File: src/rtl/axi_read_arbiter.sv
// -----------------------------------------------------------------------------
// axi_read_arbiter
//
// Shares one downstream AXI-style read channel between three requesters:
// ICache line refill (i_*), DCache line refill (d_*) and uncached loads (u_*).
// One downstream read is outstanding at a time. A four-state FSM walks
// IDLE -> REQ -> RECV -> RESP -> IDLE:
//   IDLE : grant one requester, latch address/size/length and requester ID
//   REQ  : present m_rd_req until the downstream accepts it
//   RECV : collect beats into the line buffer (extra beats dropped)
//   RESP : one-cycle ret_valid pulse to the granted requester
//
// Ports
//   clk, resetn                      clock, asynchronous active-low reset
//   i_rd_req/addr, i_rd_rdy          ICache refill request / accept
//   i_ret_valid, i_ret_data          ICache line return (LINE_W bits)
//   d_*                              same as i_* for the DCache
//   u_rd_req/addr/load_type, u_rd_rdy uncached request (load_type 0=byte,
//                                    1=half, 2=word)
//   u_ret_valid, u_ret_data          uncached word return (beat 0, raw)
//   m_rd_req/addr/len/size, m_rd_rdy downstream read request channel
//   m_ret_valid/last/data            downstream read data channel
//
// Configuration macro
//   ARB_ROUND_ROBIN_EN  defined   : rotating priority, last granted is lowest
//                       undefined : fixed priority u > d > i, no pointer logic
// -----------------------------------------------------------------------------
module axi_read_arbiter #(
    parameter int LINE_WORD = 4,
    parameter int LINE_W    = LINE_WORD * 32
) (
    input  logic              clk,
    input  logic              resetn,
    input  logic              i_rd_req,
    input  logic [31:0]       i_rd_addr,
    output logic              i_rd_rdy,
    output logic              i_ret_valid,
    output logic [LINE_W-1:0] i_ret_data,
    input  logic              d_rd_req,
    input  logic [31:0]       d_rd_addr,
    output logic              d_rd_rdy,
    output logic              d_ret_valid,
    output logic [LINE_W-1:0] d_ret_data,
    input  logic              u_rd_req,
    input  logic [31:0]       u_rd_addr,
    input  logic [1:0]        u_load_type,
    output logic              u_rd_rdy,
    output logic              u_ret_valid,
    output logic [31:0]       u_ret_data,
    output logic              m_rd_req,
    output logic [31:0]       m_rd_addr,
    output logic [7:0]        m_rd_len,
    output logic [2:0]        m_rd_size,
    input  logic              m_rd_rdy,
    input  logic              m_ret_valid,
    input  logic              m_ret_last,
    input  logic [31:0]       m_ret_data
);

    localparam int IDX_W = $clog2(LINE_WORD);
    localparam int CNT_W = IDX_W + 1;
    localparam int OFF_W = IDX_W + 2;

    localparam logic [CNT_W-1:0] CNT_FULL = CNT_W'(LINE_WORD);
    localparam logic [CNT_W-1:0] CNT_ONE  = CNT_W'(1);
    localparam logic [31:0]      OFF_MASK = 32'((64'd1 << OFF_W) - 64'd1);

    localparam logic [1:0] ST_IDLE = 2'd0;
    localparam logic [1:0] ST_REQ  = 2'd1;
    localparam logic [1:0] ST_RECV = 2'd2;
    localparam logic [1:0] ST_RESP = 2'd3;

    localparam logic [1:0] ID_I = 2'd0;
    localparam logic [1:0] ID_D = 2'd1;
    localparam logic [1:0] ID_U = 2'd2;

    logic [1:0]        state_q, state_d;
    logic [1:0]        gnt_q, gnt_d;
    logic [31:0]       addr_q, addr_d;
    logic [7:0]        len_q, len_d;
    logic [2:0]        size_q, size_d;
    logic [CNT_W-1:0]  cnt_q, cnt_d;
    logic [31:0]       word_q [LINE_WORD];
    logic [31:0]       word_d [LINE_WORD];
    logic [LINE_W-1:0] i_data_q, i_data_d;
    logic [LINE_W-1:0] d_data_q, d_data_d;
    logic [31:0]       u_data_q, u_data_d;
`ifdef ARB_ROUND_ROBIN_EN
    logic [1:0]        last_q, last_d;
`endif

    logic              any_req;
    logic [1:0]        gnt_sel;
    logic [2:0]        u_size;
    logic              commit;
    logic [LINE_W-1:0] line_wr;

    always_comb begin
        state_d  = state_q;
        gnt_d    = gnt_q;
        addr_d   = addr_q;
        len_d    = len_q;
        size_d   = size_q;
        cnt_d    = cnt_q;
        word_d   = word_q;
        i_data_d = i_data_q;
        d_data_d = d_data_q;
        u_data_d = u_data_q;
        commit   = 1'b0;
        line_wr  = '0;
        any_req  = u_rd_req | d_rd_req | i_rd_req;
`ifdef ARB_ROUND_ROBIN_EN
        last_d   = last_q;
        // Search starts just after the last winner in the ring u -> d -> i -> u.
        case (last_q)
            ID_U:    gnt_sel = d_rd_req ? ID_D : (i_rd_req ? ID_I : ID_U);
            ID_D:    gnt_sel = i_rd_req ? ID_I : (u_rd_req ? ID_U : ID_D);
            default: gnt_sel = u_rd_req ? ID_U : (d_rd_req ? ID_D : ID_I);
        endcase
`else
        gnt_sel = u_rd_req ? ID_U : (d_rd_req ? ID_D : ID_I);
`endif

        case (u_load_type)
            2'd0:    u_size = 3'd0;
            2'd1:    u_size = 3'd1;
            default: u_size = 3'd2;
        endcase

        case (state_q)
            ST_IDLE: begin
                if (any_req) begin
                    state_d = ST_REQ;
                    gnt_d   = gnt_sel;
                    cnt_d   = '0;
                    // Clearing the buffer makes words after an early last read as 0.
                    for (int k = 0; k < LINE_WORD; k++) word_d[k] = '0;
`ifdef ARB_ROUND_ROBIN_EN
                    last_d  = gnt_sel;
`endif
                    if (gnt_sel == ID_U) begin
                        addr_d = u_rd_addr;
                        len_d  = 8'd0;
                        size_d = u_size;
                    end else begin
                        addr_d = ((gnt_sel == ID_D) ? d_rd_addr : i_rd_addr) & ~OFF_MASK;
                        len_d  = 8'(LINE_WORD - 1);
                        size_d = 3'd2;
                    end
                end
            end
            ST_REQ: begin
                if (m_rd_rdy) state_d = ST_RECV;
            end
            ST_RECV: begin
                if (m_ret_valid) begin
                    // Counter saturates at LINE_WORD so surplus beats are dropped.
                    if (cnt_q < CNT_FULL) begin
                        word_d[cnt_q[IDX_W-1:0]] = m_ret_data;
                        cnt_d = cnt_q + CNT_ONE;
                    end
                    if (m_ret_last) begin
                        state_d = ST_RESP;
                        commit  = 1'b1;
                    end
                end
            end
            default: begin
                state_d = ST_IDLE;
            end
        endcase

        // Return registers load on the last beat so data is valid during RESP
        // and then hold until the next completion for the same requester.
        for (int k = 0; k < LINE_WORD; k++) line_wr[k*32 +: 32] = word_d[k];
        if (commit) begin
            case (gnt_q)
                ID_U:    u_data_d = line_wr[31:0];
                ID_D:    d_data_d = line_wr;
                default: i_data_d = line_wr;
            endcase
        end
    end

    always_ff @(posedge clk or negedge resetn) begin
        if (!resetn) begin
            state_q  <= ST_IDLE;
            gnt_q    <= ID_I;
            addr_q   <= '0;
            len_q    <= '0;
            size_q   <= '0;
            cnt_q    <= '0;
            word_q   <= '{default: '0};
            i_data_q <= '0;
            d_data_q <= '0;
            u_data_q <= '0;
`ifdef ARB_ROUND_ROBIN_EN
            last_q   <= ID_I;
`endif
        end else begin
            state_q  <= state_d;
            gnt_q    <= gnt_d;
            addr_q   <= addr_d;
            len_q    <= len_d;
            size_q   <= size_d;
            cnt_q    <= cnt_d;
            word_q   <= word_d;
            i_data_q <= i_data_d;
            d_data_q <= d_data_d;
            u_data_q <= u_data_d;
`ifdef ARB_ROUND_ROBIN_EN
            last_q   <= last_d;
`endif
        end
    end

    // Ready is gated by resetn so it is 0 while reset is held and 1 on the
    // first cycle after release.
    assign i_rd_rdy    = resetn && (state_q == ST_IDLE);
    assign d_rd_rdy    = resetn && (state_q == ST_IDLE);
    assign u_rd_rdy    = resetn && (state_q == ST_IDLE);

    assign m_rd_req    = (state_q == ST_REQ);
    assign m_rd_addr   = addr_q;
    assign m_rd_len    = len_q;
    assign m_rd_size   = size_q;

    assign i_ret_valid = (state_q == ST_RESP) && (gnt_q == ID_I);
    assign d_ret_valid = (state_q == ST_RESP) && (gnt_q == ID_D);
    assign u_ret_valid = (state_q == ST_RESP) && (gnt_q == ID_U);
    assign i_ret_data  = i_data_q;
    assign d_ret_data  = d_data_q;
    assign u_ret_data  = u_data_q;

endmodule

File: config.mk
export PLATFORM = sky130hd
export DESIGN_NAME = axi_read_arbiter
export DESIGN_NICKNAME = d
export VERILOG_FILES = /design/src/rtl/axi_read_arbiter.sv
export SDC_FILE = /design/constraint.sdc
export NUM_CORES = 1
export LEC_CHECK = 0
export BUFFER_PORTS_ARGS = -buffer_cell sky130_fd_sc_hd__buf_2
export CORE_MARGIN = 2
export CORE_UTILIZATION = 35
export DETAILED_ROUTE_END_ITERATION = 6
export GPL_ROUTABILITY_DRIVEN = 1
export GPL_TIMING_DRIVEN = 1
export RECOVER_POWER = 50
export SLEW_MARGIN = 20
export SYNTH_ARGS = -nofsm -noshare
export SYNTH_HDL_FRONTEND = slang
export SYNTH_SLANG_ARGS = --single-unit
File: constraint.sdc
create_clock -name clk -period 5.6 [get_ports clk]
set_clock_uncertainty 0.05 [all_clocks]
set_input_delay 0.28 -clock clk [delete_from_list [all_inputs] [get_ports clk]]
set_output_delay 0.28 -clock clk [all_outputs]
set_load 0.02 [all_outputs]
# Word level (Yosys, flattened, before mapping)
# Cells that the tools add are included.
# Widths: inputs -> output; s select.
[totals] register_bits=466 out_inout_bits=338 elab_cells=76
[classes] add_sub_neg=1 n_lt_le_gt_ge=3 n_eq_ne=13 mux=26 n_bitwise=4 n_reduce_logical=16
[ops] op="$mux 128" count=3
[ops] op="$pmux 128 s2" count=1
[ops] op="$bwmux 128" count=1
[ops] op="$mux 32" count=3
[ops] op="$demux 32 s2" count=1
[ops] op="$mux 2" count=7
[ops] op="$mux 3" count=3
[ops] op="$eq 2x1->1 const B" count=4
[ops] op="$eq 2x2->1 const B" count=4
[ops] op="$ne 2x2->1 const B" count=4
[ops] op="$reduce_and 2->1" count=4
[ops] op="$reduce_and 4->1" count=2
[ops] op="$logic_not 2->1" count=3
[ops] op="$pmux 2 s3" count=1
[ops] op="$pmux 3 s2" count=1
[ops] op="$logic_and 1x1->1" count=5
[ops] op="$mux 1" count=4
[ops] op="$pmux 2 s2" count=1
[ops] op="$add 3x1->3 const B" count=1
[ops] op="$ge 3x3->1 const B" count=1
[ops] op="$lt 3x1->1 const B" count=1
[ops] op="$lt 3x3->1 const B" count=1
[ops] op="$not 2->3" count=1
[ops] op="$ne 2x1->1 const B" count=1
[ops] op="other kinds (4)" count=5

# Logic depth before layout (Yosys ltp)
# Gate-level depths: netlist of run 1.
[logic_depth] ltp_word=9 mapped_depth=10 depth_no_buf=6

# Worst setup path before layout of run 1
# OpenSTA, ideal clock, no wires.
[synth_path] path_type="flip-flop to flip-flop" from="reg state_q[0]" to="reg d_data_q[29] (netlist: d_ret_data[29])" arrival_time_ns=1.835 required_time_ns=5.421 path_slack_ns=3.586 stages_incl_launch_ff=11 n_path_buf=4 synth_period_minus_slack_ns=2.014 path_cell_list="dfrtp_1 inv_1 ha_1 buf_4 nor2_2 or2_1 buf_2 buf_8 buf_8 a211oi_4 o21ai_1"
[synth_via] elab_chain_len=3 elab_cells_between_ends=5 cone_classes="1 x eq/ne; 2 x mux; 2 x reduce/logical"
[synth_rtl] item="start: declaration" line="77" rtl="logic [1:0] state_q, state_d;"
[synth_rtl] item="start signal: assignment" line="201" rtl="state_q <= state_d;"
[synth_rtl] item="$eq 2x2->1" line="130" rtl="case (state_q)"
[synth_rtl] item="$mux 1" line="130"
[synth_rtl] item="$reduce_and 2->1 (no source line)"
[synth_rtl] item="end signal: assignment" line="209" rtl="d_data_q <= d_data_d;"
[synth_rtl] item="end: declaration" line="86" rtl="logic [LINE_W-1:0] d_data_q, d_data_d;"
# Several ways; a longest one is shown, not always the timed one.
# A chain may end at the register's enable or synchronous reset.

# Final worst setup path of run 1
[layout_path] from="in u_rd_req" to="reg i_data_q[13] (netlist: i_ret_data[13])"
[layout_via] elab_chain_len=4
[layout_rtl] item="start: declaration" line="44" rtl="input logic u_rd_req,"
[layout_rtl] item="$or 1x1->1 (2 in series)" line="111" rtl="any_req = u_rd_req | d_rd_req | i_rd_req;"
[layout_rtl] item="$mux 128" line="132" rtl="if (any_req) begin"
[layout_rtl] item="$pmux 128 s2" line="130"
[layout_rtl] item="end signal: assignment" line="208" rtl="i_data_q <= i_data_d;"
[layout_rtl] item="end: declaration" line="85" rtl="logic [LINE_W-1:0] i_data_q, i_data_d;"
# Every way passes these cells.

==> results.sh, run 1 <==
export IMPL_status="finished with violations"
export IMPL_violations="max-capacitance violations, max-slew violations"
export IMPL_setup_tns_ps=0
export IMPL_synth_edf_count=0
export IMPL_start_util_pct=35.25
export IMPL_hold_viol=0
export IMPL_critPathBufInv=3
export IMPL_worstHoldPathType="in2reg"
export IMPL_async_reset_ff_share_pct=100.0
export IMPL_grt_pass1_vias=14970
export IMPL_layout_nets=2522
export IMPL_drive_gt1_share_pct=14.14
export IMPL_ant_nets=0
export IMPL_use_met2_pct=33.01
export IMPL_fin_crit_sh_pct=69.87
export IMPL_synth_area_um2=19340
export IMPL_rsz0062_at_grt="no"
export IMPL_startpoint_type="input port"
export IMPL_cap_violations=2
export IMPL_clockBufferDepth=3
export IMPL_cts_clk_slew_worst_paths_ps=60
export IMPL_routed_via_density=4.892
export IMPL_p_switching_mw=4.234
export IMPL_ctsHoldBuffers=36
export IMPL_vias=15260
export IMPL_io_pins=476
export IMPL_clock_latency_ps=590
export IMPL_die_y_um=239.1
export IMPL_synthCells=1944
export IMPL_use_met3_pct=5.727
export IMPL_drv_slew=243
export IMPL_fin_hold_ws_ps=71.57
export IMPL_first_iter_violations=899
export IMPL_top_usage_layer="met2"
export IMPL_maxSlewHeadroom_pct=-86.26
export IMPL_path_depth=7
export IMPL_pre_cts_ws_ps=2065
export IMPL_fmaxAchievable_mhz=255.6
export IMPL_rr_endpoint="u_ret_data[2]$_DFFE_PN0P_"
export IMPL_r2r_slack_ps=2140
export IMPL_htreeDepth=2
export IMPL_required_ps=5970
export IMPL_cp_startpoint="u_rd_req"
export IMPL_cts_sinks=458
export IMPL_switching_share_pct=38.91
export IMPL_cp_data_arrival_time_ps=4280
export IMPL_dr_pass1_iters=5
export IMPL_drc=0
export IMPL_worst_slack_ps=1687
export IMPL_finalNonFillerCells=3120
export IMPL_period_minus_slack_ps=3913
export IMPL_power_density_nw_per_um2=459.7
export IMPL_met1_usage_pct=28.72
export IMPL_p_int_mw=6.648
export IMPL_avgSynthCellArea_um2=9.951
export IMPL_critical_path_cell_chain="buf_2 > clkbuf_1 > nor4b_4 > or2_4 > buf_4 > a211oi_1 > o21ai_0"
export IMPL_setup_viol=0
export IMPL_grt_max_degree=176
export IMPL_die_w_um=239.1
export IMPL_drt_total_wl_um=61010
export IMPL_core_area_um2=54880
export IMPL_synthToLayoutAreaGrowth_pct=22.37
export IMPL_crit_fanout=66
export IMPL_wl_per_cell_um=19.55
export IMPL_hpwl_um=41470
export IMPL_n_fill_cell=5504
export IMPL_r2r_start="state_q[0]$_DFFE_PN0P_"
export IMPL_numCtsBuffers=50
export IMPL_synth_ff_type="dfrtp_1"
export IMPL_grt_remaining_overflow=0
export IMPL_p_clk_share_pct=31.0
export IMPL_cp_slowest_cell="clkbuf_1"
export IMPL_dp_cells=2988
export IMPL_tritoncts="yes"
export IMPL_cts_resized_gates=0
export IMPL_num_rows=86
export IMPL_yosysSeqAreaShare_pct=59.25
export IMPL_irDropWorstVdd_mv=0.2911
export IMPL_cpPeakStageDelay_ps=1970
export IMPL_routabilityCongestion=0.9366
export IMPL_ys_ff_latch=458
export IMPL_antenna_found_initial=10
export IMPL_power_total_mw=10.88
export IMPL_p_seq_share_pct=39.2
export IMPL_crit_family="buffers and inverters"
export IMPL_p_leak_nw=11.89
export IMPL_critPathKind="in2reg"
export IMPL_synth_distinct_cells=34
export IMPL_cp_end_kind="flip-flop"
export IMPL_io_buffers=460
export IMPL_power_share_combinational_pct=29.8
export IMPL_cts_root_buf="clkbuf_16"
export IMPL_ys_warn_count=0
export IMPL_die_area_um2=57170
export IMPL_tightest_slew_ps=2794
export IMPL_ff2ff_path_depth=7
export IMPL_endpoint="i_ret_data[13]$_DFFE_PN0P_"
export IMPL_cts_setup_buffers=0
export IMPL_grtUsageTotal_pct=21.24
export IMPL_holdCritStartpoint="i_rd_addr[19]"
export IMPL_min_path_cells=5
export IMPL_grt_first_pass_wirelength_um=91320
-- per-stage QoR --
stage | cell area [um2] | util (%)
floorplan | 19370 | -
global route | 23670 | 43.13
detailed placement | 22050 | 40.18
finish | 23670 | 43.14
CTS | 24100 | 43.91
global placement | 22050 | 40.18
-- synthesized netlist by cell type (3+ instances only) --
cell type / n / area share (%)
dfrtp_1: 458 / 59
nand2_1: 366 / 7.1
o21ai_1: 198 / 5.1
nor2_1: 159 / 3.1
inv_1: 136 / 2.6
and3_1: 129 / 4.2
o21ai_0: 123 / 3.2
clkbuf_1: 108 / 2.1
a211oi_2: 96 / 6.2
a211oi_1: 30 / 1.2
mux2i_1: 29 / 1.5
a21oi_1: 28 / 0.72
buf_2: 15 / 0.39
buf_4: 12 / 0.47
ha_1: 12 / 0.78
buf_8: 8 / 0.62
nand3_1: 5 / 0.13
and2_1: 4 / 0.13
nand3b_1: 4 / 0.16
buf_1: 3 / 0.058
buf_6: 3 / 0.17
nor2b_1: 3 / 0.097
-- power by group through the flow --
stage | clock network [mW] | logic [mW] | registers (mW)
floorplan | 0 | 1.68 | 4.81
global placement | 0 | 3.36 | 4.27
detailed placement | 0 | 3.41 | 4.30
CTS | 3.47 | 3.44 | 4.25
global route | 3.61 | 3.57 | 4.34
finish | 3.37 | 3.24 | 4.26
-- state kept, by name (all words and copies together), names as in the netlist --
signal	count
d_ret_data	128
i_ret_data	128
state_q	2
word_q	128
m_rd_len	1
cnt_q	3
gnt_q	2
m_rd_size	2
m_rd_addr	32
u_ret_data	32
-- layer usage --
| layer | up-vias | routed length [um] |
|---|---|---|
| li1 | 7355 | - |
| met1 | 7418 | 26650 |
| met2 | 376 | 28260 |
| met3 | 101 | 4212 |
| met4 | 12 | 1814 |
| met5 | - | 79 |
-- worst min-delay path, cell delays in order --
cell     delay (ps)
buf_2            80
mux2i_1          50
nor2_1           80
a21oi_1          50
o21ai_0         120
-- cell usage in the layout, fill, tap and decap left out, types with 3 or more instances in the layout --
cell           count
inv_6              3
nand3_1            5
clkbuf_1         336
clkinv_4           4
conb_1             7
o21ai_1          198
buf_2            135
nand2_1          366
nor2_1           159
clkbuf_8          10
bufinv_16          4
clkinv_2           7
diode_2            4
a211oi_1          30
clkbuf_16         51
nand3b_1           4
dlygate4sd3_1     36
a211oi_2          96
and2_1             4
ha_1              11
buf_4             20
mux2i_1           29
nor2b_1            3
inv_1            136
dfrtp_1          458
o21ai_0          123
and3_1           129
a21oi_1           28
-- how the worst min path moves through the flow --
stage	endpoint	slack (ps)
2_1_floorplan	cnt_q[0]$_DFFE_PN0P_	-70
3_3_place_gp	i_ret_data[102]$_DFFE_PN0P_	280
3_5_place_dp	d_ret_data[101]$_DFFE_PN0P_	290
4_1_cts	m_rd_addr[22]$_DFFE_PN0P_	30
5_1_grt	gnt_q[0]$_DFFE_PN0P_	80
6_report	m_rd_addr[19]$_DFFE_PN0P_	70
-- area by class of cell --
type,count,area [um2],share of cell area [%]
antenna,4,10.01,0.04228
clock buffer,72,1455,6.147
clock inverter,20,231.5,0.9778
inverter,136,510.5,2.156
multi-input combinational,1207,6675,28.20
sequential,458,11460,48.41
tap,704,880.8,3.721
timing repair buffer,519,2449,10.34
-- cell families after synthesis --
logic type / Yosys count / share of synthesized area [%]
other cells: 1 / 0.01939
flops: 458 / 59.25
compound gates: 483 / 16.85
mux: 29 / 1.501
fa+ha+maj: 12 / 0.7761
buf+inv: 285 / 6.442
simple gates: 676 / 15.17
Note: power is estimated with default switching activity, not from simulation.
==> inputs of run 2 (changes only) <==
Clock period 5.6 ns to 3.65 ns, I/O delays scaled along.
==> results.sh, run 2 (synthesized netlist as in run 1, its figures left out) <==
export IMPL_wl_met3_um=4207
export IMPL_register_area_um2=11460
export IMPL_power_share_combinational_pct=30.5
export IMPL_htreeDepth=2
export IMPL_fin_crit_sh_pct=82.03
export IMPL_dr_pass1_iters=5
export IMPL_critPathKind="reg2reg"
export IMPL_r2r_slack_ps=660
export IMPL_final_core_util_pct=43.96
export IMPL_startpoint_type="flip-flop"
export IMPL_grt_first_pass_wirelength_um=92250
export IMPL_setup_viol=0
export IMPL_period_minus_slack_ps=2994
export IMPL_start_util_pct=35.25
export IMPL_switching_share_pct=38.54
export IMPL_core_area_um2=54880
export IMPL_fmaxAchievable_mhz=334.0
export IMPL_die_w_um=239.1
export IMPL_grtUsageTotal_pct=21.39
export IMPL_cap_violations=2
export IMPL_irDropWorstVdd_mv=0.3816
export IMPL_p_switching_mw=6.544
export IMPL_rsz0062_at_grt="no"
export IMPL_cts_setup_buffers=0
export IMPL_required_ps=4040
export IMPL_wl_per_cell_um=19.58
export IMPL_numCtsBuffers=52
export IMPL_layout_nets=2552
export IMPL_tightest_slew_ps=1975
export IMPL_hpwl_um=41840
export IMPL_p_leak_nw=12.08
export IMPL_cts_sinks=458
export IMPL_n_fill_cell=5459
export IMPL_crit_fanout=45
export IMPL_drt_total_wl_um=61750
export IMPL_drv_slew=198
export IMPL_status="finished with violations"
export IMPL_multi_input_area_um2=6689
export IMPL_die_y_um=239.1
export IMPL_hold_viol=0
export IMPL_io_pins=476
export IMPL_grt_remaining_overflow=0
export IMPL_violations="max-capacitance violations, max-slew violations"
export IMPL_num_rows=86
export IMPL_worstHoldPathType="in2reg"
export IMPL_tritoncts="yes"
export IMPL_antenna_found_initial=11
export IMPL_routabilityCongestion=0.9104
export IMPL_mostFrequentLayoutCells="dfrtp_1 (458), nand2_1 (366), clkbuf_1 (340)"
export IMPL_clockBufferDepth=3
export IMPL_final_cell_area_um2=24120
export IMPL_io_buffers=460
export IMPL_first_iter_violations=1012
export IMPL_setup_tns_ps=0
export IMPL_power_density_nw_per_um2=703.9
export IMPL_cts_root_buf="clkbuf_16"
export IMPL_drc=0
export IMPL_grt_max_degree=143
export IMPL_p_clk_share_pct=31.0
export IMPL_clock_latency_ps=590
export IMPL_pre_cts_ws_ps=939.8
export IMPL_route_met2_wl_um=28450
export IMPL_worst_slack_ps=655.7
export IMPL_cts_clk_slew_worst_paths_ps=60
export IMPL_cp_data_arrival_time_ps=3390
export IMPL_m1WireLength_um=26970
export IMPL_vias=15610
export IMPL_ant_nets=0
export IMPL_postPlaceCellArea_um2=22220
export IMPL_synthToLayoutAreaGrowth_pct=24.69
export IMPL_layout_commonest_cell="dfrtp_1"
export IMPL_p_int_mw=10.43
export IMPL_routed_via_density=4.948
export IMPL_cp_end_kind="flip-flop"
export IMPL_p_seq_share_pct=38.5
export IMPL_dr_max_layer_used="met5"
export IMPL_maxSlewHeadroom_pct=-31.70
export IMPL_grt_pass1_vias=15310
export IMPL_die_area_um2=57170
export IMPL_drive_gt1_share_pct=14.16
run 2: cell count changes in the layout (fill, tap and decap cells not counted), sizes merged:
cell         change
dlygate4sd3     +24
clkbuf           +8
buf              +2
clkinv           -2
diode            +2
run 2: cell type report:
cell class | count | area share, %
flip-flops and latches | 458 | 47.51
multi-input cells | 1207 | 27.73
repair buffers | 547 | 11.77
clock buffers | 78 | 6.302
well taps | 704 | 3.652
inverters | 136 | 2.116
clock inverters | 18 | 0.8559
diodes | 6 | 0.06224
run 2: layer usage:
layer  vias to the layer above  GRT usage (%)
met1                      7594          29.03
met2                       451          33.21
li1                       7437              -
met5                         -              0
met4                         6          8.258
met3                       118          5.000
run 2: power by group through the flow:
stage               clock (mW)  combinational, mW  sequential, mW
floorplan                    0               2.58            7.38
global route              5.61               5.69            6.65
global placement             0               5.31            6.55
CTS                       5.42               5.47            6.52
finish                    5.26               5.18            6.54
detailed placement           0               5.40            6.60
run 2: path summary, 6_finish.rpt:
path,start,endpoint,depth (start not counted)
worst max-delay path,state_q[0]$_DFFE_PN0P_,i_ret_data[55]$_DFFE_PN0P_,9
worst min-delay path,d_rd_addr[14],m_rd_addr[14]$_DFFE_PN0P_,5
worst max register to register,state_q[0]$_DFFE_PN0P_,i_ret_data[55]$_DFFE_PN0P_,9
worst min register to register,m_rd_addr[1]$_DFFE_PN0P_,m_rd_addr[1]$_DFFE_PN0P_,2
max in group asynchronous,resetn,d_ret_data[72]$_DFFE_PN0P_,3
min in group asynchronous,resetn,m_rd_addr[30]$_DFFE_PN0P_,2
run 2: critical path, stage by stage, from the launching register on:
cell      delay [ps]
dfrtp_1          420
inv_1            160
ha_1             190
clkbuf_1         460
nor2_2           120
or2_4            520
buf_12           280
buf_12           170
a211oi_2         350
o21ai_1          120
run 2: repair_timing:
item / in CTS / in global routing
resized for setup: 0 / 0
hold buffers: 60 / 0
endpoints found under the hold margin: 125 / 0
run 2: through the flow:
step | total power, mW | hold slack [ps] | instances
after floorplan | 9.961 | -163.1 | 1950
after global placement | 11.86 | 207.5 | 2992
after detailed placement | 12.00 | 213.4 | 2992
after CTS | 17.41 | 0.7662 | 3148
after global routing | 17.95 | 67.17 | 3151
final | 16.98 | 22.99 | 3154
==> inputs of run 3 (changes only) <==
Clock period 3.65 ns to 2.5 ns, I/O delays scaled along.
==> results.sh, run 3 (synthesized netlist as in run 1, its figures left out) <==
export IMPL_layout_nets=2632
export IMPL_vias=15800
export IMPL_final_core_util_pct=45.70
export IMPL_tritoncts="yes"
export IMPL_grt_remaining_overflow=0
export IMPL_cp_slowest_cell="dlygate4sd3_1"
export IMPL_clockBufferDepth=3
export IMPL_ff2ff_path_depth=8
export IMPL_min_path_cells=6
export IMPL_startpoint_type="input port"
export IMPL_tightest_slew_ps=1542
export IMPL_setup_viol=0
export IMPL_fmaxAchievable_mhz=415.4
export IMPL_num_rows=86
export IMPL_htreeDepth=2
export IMPL_r2r_slack_ps=150
export IMPL_mostFrequentLayoutCells="dfrtp_1 (458), nand2_1 (366), buf_2 (294)"
export IMPL_cts_setup_buffers=0
export IMPL_m1WireLength_um=27560
export IMPL_antenna_found_initial=10
export IMPL_drive_gt1_share_pct=22.54
export IMPL_synthToLayoutAreaGrowth_pct=29.65
export IMPL_critPathKind="in2reg"
export IMPL_start_util_pct=35.25
export IMPL_cap_violations=2
export IMPL_maxSlewHeadroom_pct=-2.786
export IMPL_cpPeakStageDelay_ps=580
export IMPL_cts_root_buf="clkbuf_16"
export IMPL_ant_nets=0
export IMPL_hold_viol=0
export IMPL_hpwl_um=43660
export IMPL_grt_pass1_vias=15740
export IMPL_rr_endpoint="i_ret_data[34]$_DFFE_PN0P_"
export IMPL_r2r_start="state_q[0]$_DFFE_PN0P_"
export IMPL_routabilityCongestion=0.9480
export IMPL_grt_first_pass_wirelength_um=95540
export IMPL_critical_path_cell_chain="dlygate4sd3_1 > buf_2 > buf_4 > nor2_1 > a21oi_1 > dlygate4sd3_1 > o21ai_0 > dlygate4sd3_1"
export IMPL_n_fill_cell=5380
export IMPL_die_area_um2=57170
export IMPL_dp_cells=3057
export IMPL_first_iter_violations=855
export IMPL_cts_clk_slew_worst_paths_ps=60
export IMPL_grtUsageTotal_pct=22.01
export IMPL_crit_fanout=62
export IMPL_hold_end="word_q[103]$_DFF_PN0_"
export IMPL_violations="max-capacitance violations, max-slew violations"
export IMPL_die_w_um=239.1
export IMPL_drv_slew=173
export IMPL_cp_data_arrival_time_ps=2820
export IMPL_wl_per_cell_um=19.50
export IMPL_core_area_um2=54880
export IMPL_dr_max_layer_used="met5"
export IMPL_io_pins=476
export IMPL_power_density_nw_per_um2=1021
export IMPL_finalNonFillerCells=3228
export IMPL_worstHoldPathType="in2reg"
export IMPL_irDropWorstVdd_mv=0.5111
export IMPL_numCtsBuffers=48
export IMPL_period_minus_slack_ps=2407
export IMPL_route_met2_wl_um=29790
export IMPL_die_y_um=239.1
export IMPL_required_ps=2910
export IMPL_holdCritStartpoint="m_ret_data[7]"
export IMPL_layout_commonest_cell="dfrtp_1"
export IMPL_drc=0
export IMPL_p_leak_nw=13.17
export IMPL_power_total_mw=25.62
export IMPL_dr_pass1_iters=5
export IMPL_cp_end_kind="flip-flop"
export IMPL_fin_crit_sh_pct=96.28
export IMPL_worst_slack_ps=92.96
export IMPL_io_buffers=460
export IMPL_clock_latency_ps=590
export IMPL_crit_path_frequent_cell="dlygate4sd3_1"
export IMPL_drt_total_wl_um=62960
export IMPL_cts_sinks=458
export IMPL_pre_cts_ws_ps=140.9
export IMPL_rsz0062_at_grt="no"
export IMPL_status="finished with violations"
export IMPL_setup_tns_ps=0
export IMPL_wl_met3_um=4157
export IMPL_routed_via_density=4.895
export IMPL_grt_max_degree=114
==> run 3: cell count changes in the layout (fill, tap and decap cells not counted), sizes merged <==
cell and delta:
buf +221, bufinv +5, clkbuf -171, clkinv +2
clkinvlp +1, diode -2, dlygate4sd3 +19, inv -1
==> run 3: how the worst max path moves through the flow <==
stage                           start  slack [ps]                    endpoint  cells after the start
5_1_grt                      u_rd_req           2   m_rd_addr[30]$_DFFE_PN0P_                      8
2_1_floorplan  state_q[0]$_DFFE_PN0P_         490  d_ret_data[29]$_DFFE_PN0P_                     10
3_5_place_dp   state_q[0]$_DFFE_PN0P_         140  i_ret_data[66]$_DFFE_PN0P_                      8
6_report                     u_rd_req          90   m_rd_addr[30]$_DFFE_PN0P_                      8
4_1_cts        state_q[0]$_DFFE_PN0P_          90  d_ret_data[34]$_DFFE_PN0P_                      8
3_3_place_gp   state_q[0]$_DFFE_PN0P_         190  i_ret_data[34]$_DFFE_PN0P_                      8
==> run 3: final cells by class <==
type	count	area, um2	area share, %
Inverter	136	510.5	2.035
Tap cell	704	880.8	3.512
Multi-Input combinational cell	1207	6694	26.69
Timing Repair Buffer	631	3836	15.30
Clock inverter	25	380.4	1.517
Clock buffer	63	1308	5.213
Antenna cell	4	10.01	0.03991
Sequential cell	458	11460	45.70
==> run 3: critical path, delay by kind of cell <==
kind / cells / cell delay, ps
buf+inv: 5 / 2380
compound gates: 2 / 200
simple gates: 1 / 110
==> run 3: where the power goes <==
group / switching (mW) / internal, mW
Sequential: 0.771 / 8.77
Combinational: 5.82 / 2.55
Clock: 3.07 / 4.63
Total: 9.66 / 16.0
==> run 3: per-layer routing <==
layer	vias to the layer above	global-route usage [%]
li1	7552	-
met1	7755	29.41
met2	386	35.64
met3	95	5.993
met4	14	5.095
met5	-	0
==> run 3: what timing repair did <==
| item | 4_1_cts | 5_1_grt |
|---|---|---|
| hold buffers | 79 | 0 |
| hold endpoints to repair | 249 | 0 |
| endpoints found under the setup margin | 0 | 3 |
| gates resized for setup | 0 | 1 |
==> run 3: stage by stage <==
| stage | instance area, um2 | hold WS [ps] |
|---|---|---|
| 6_report | 25080 | 28.29 |
| 5_1_grt | 25070 | 52.00 |
| 4_1_cts | 25340 | 2.067 |
| 3_5_place_dp | 22860 | 79.00 |
| 3_3_place_gp | 22860 | 79.25 |
| 2_1_floorplan | 19370 | -220.6 |
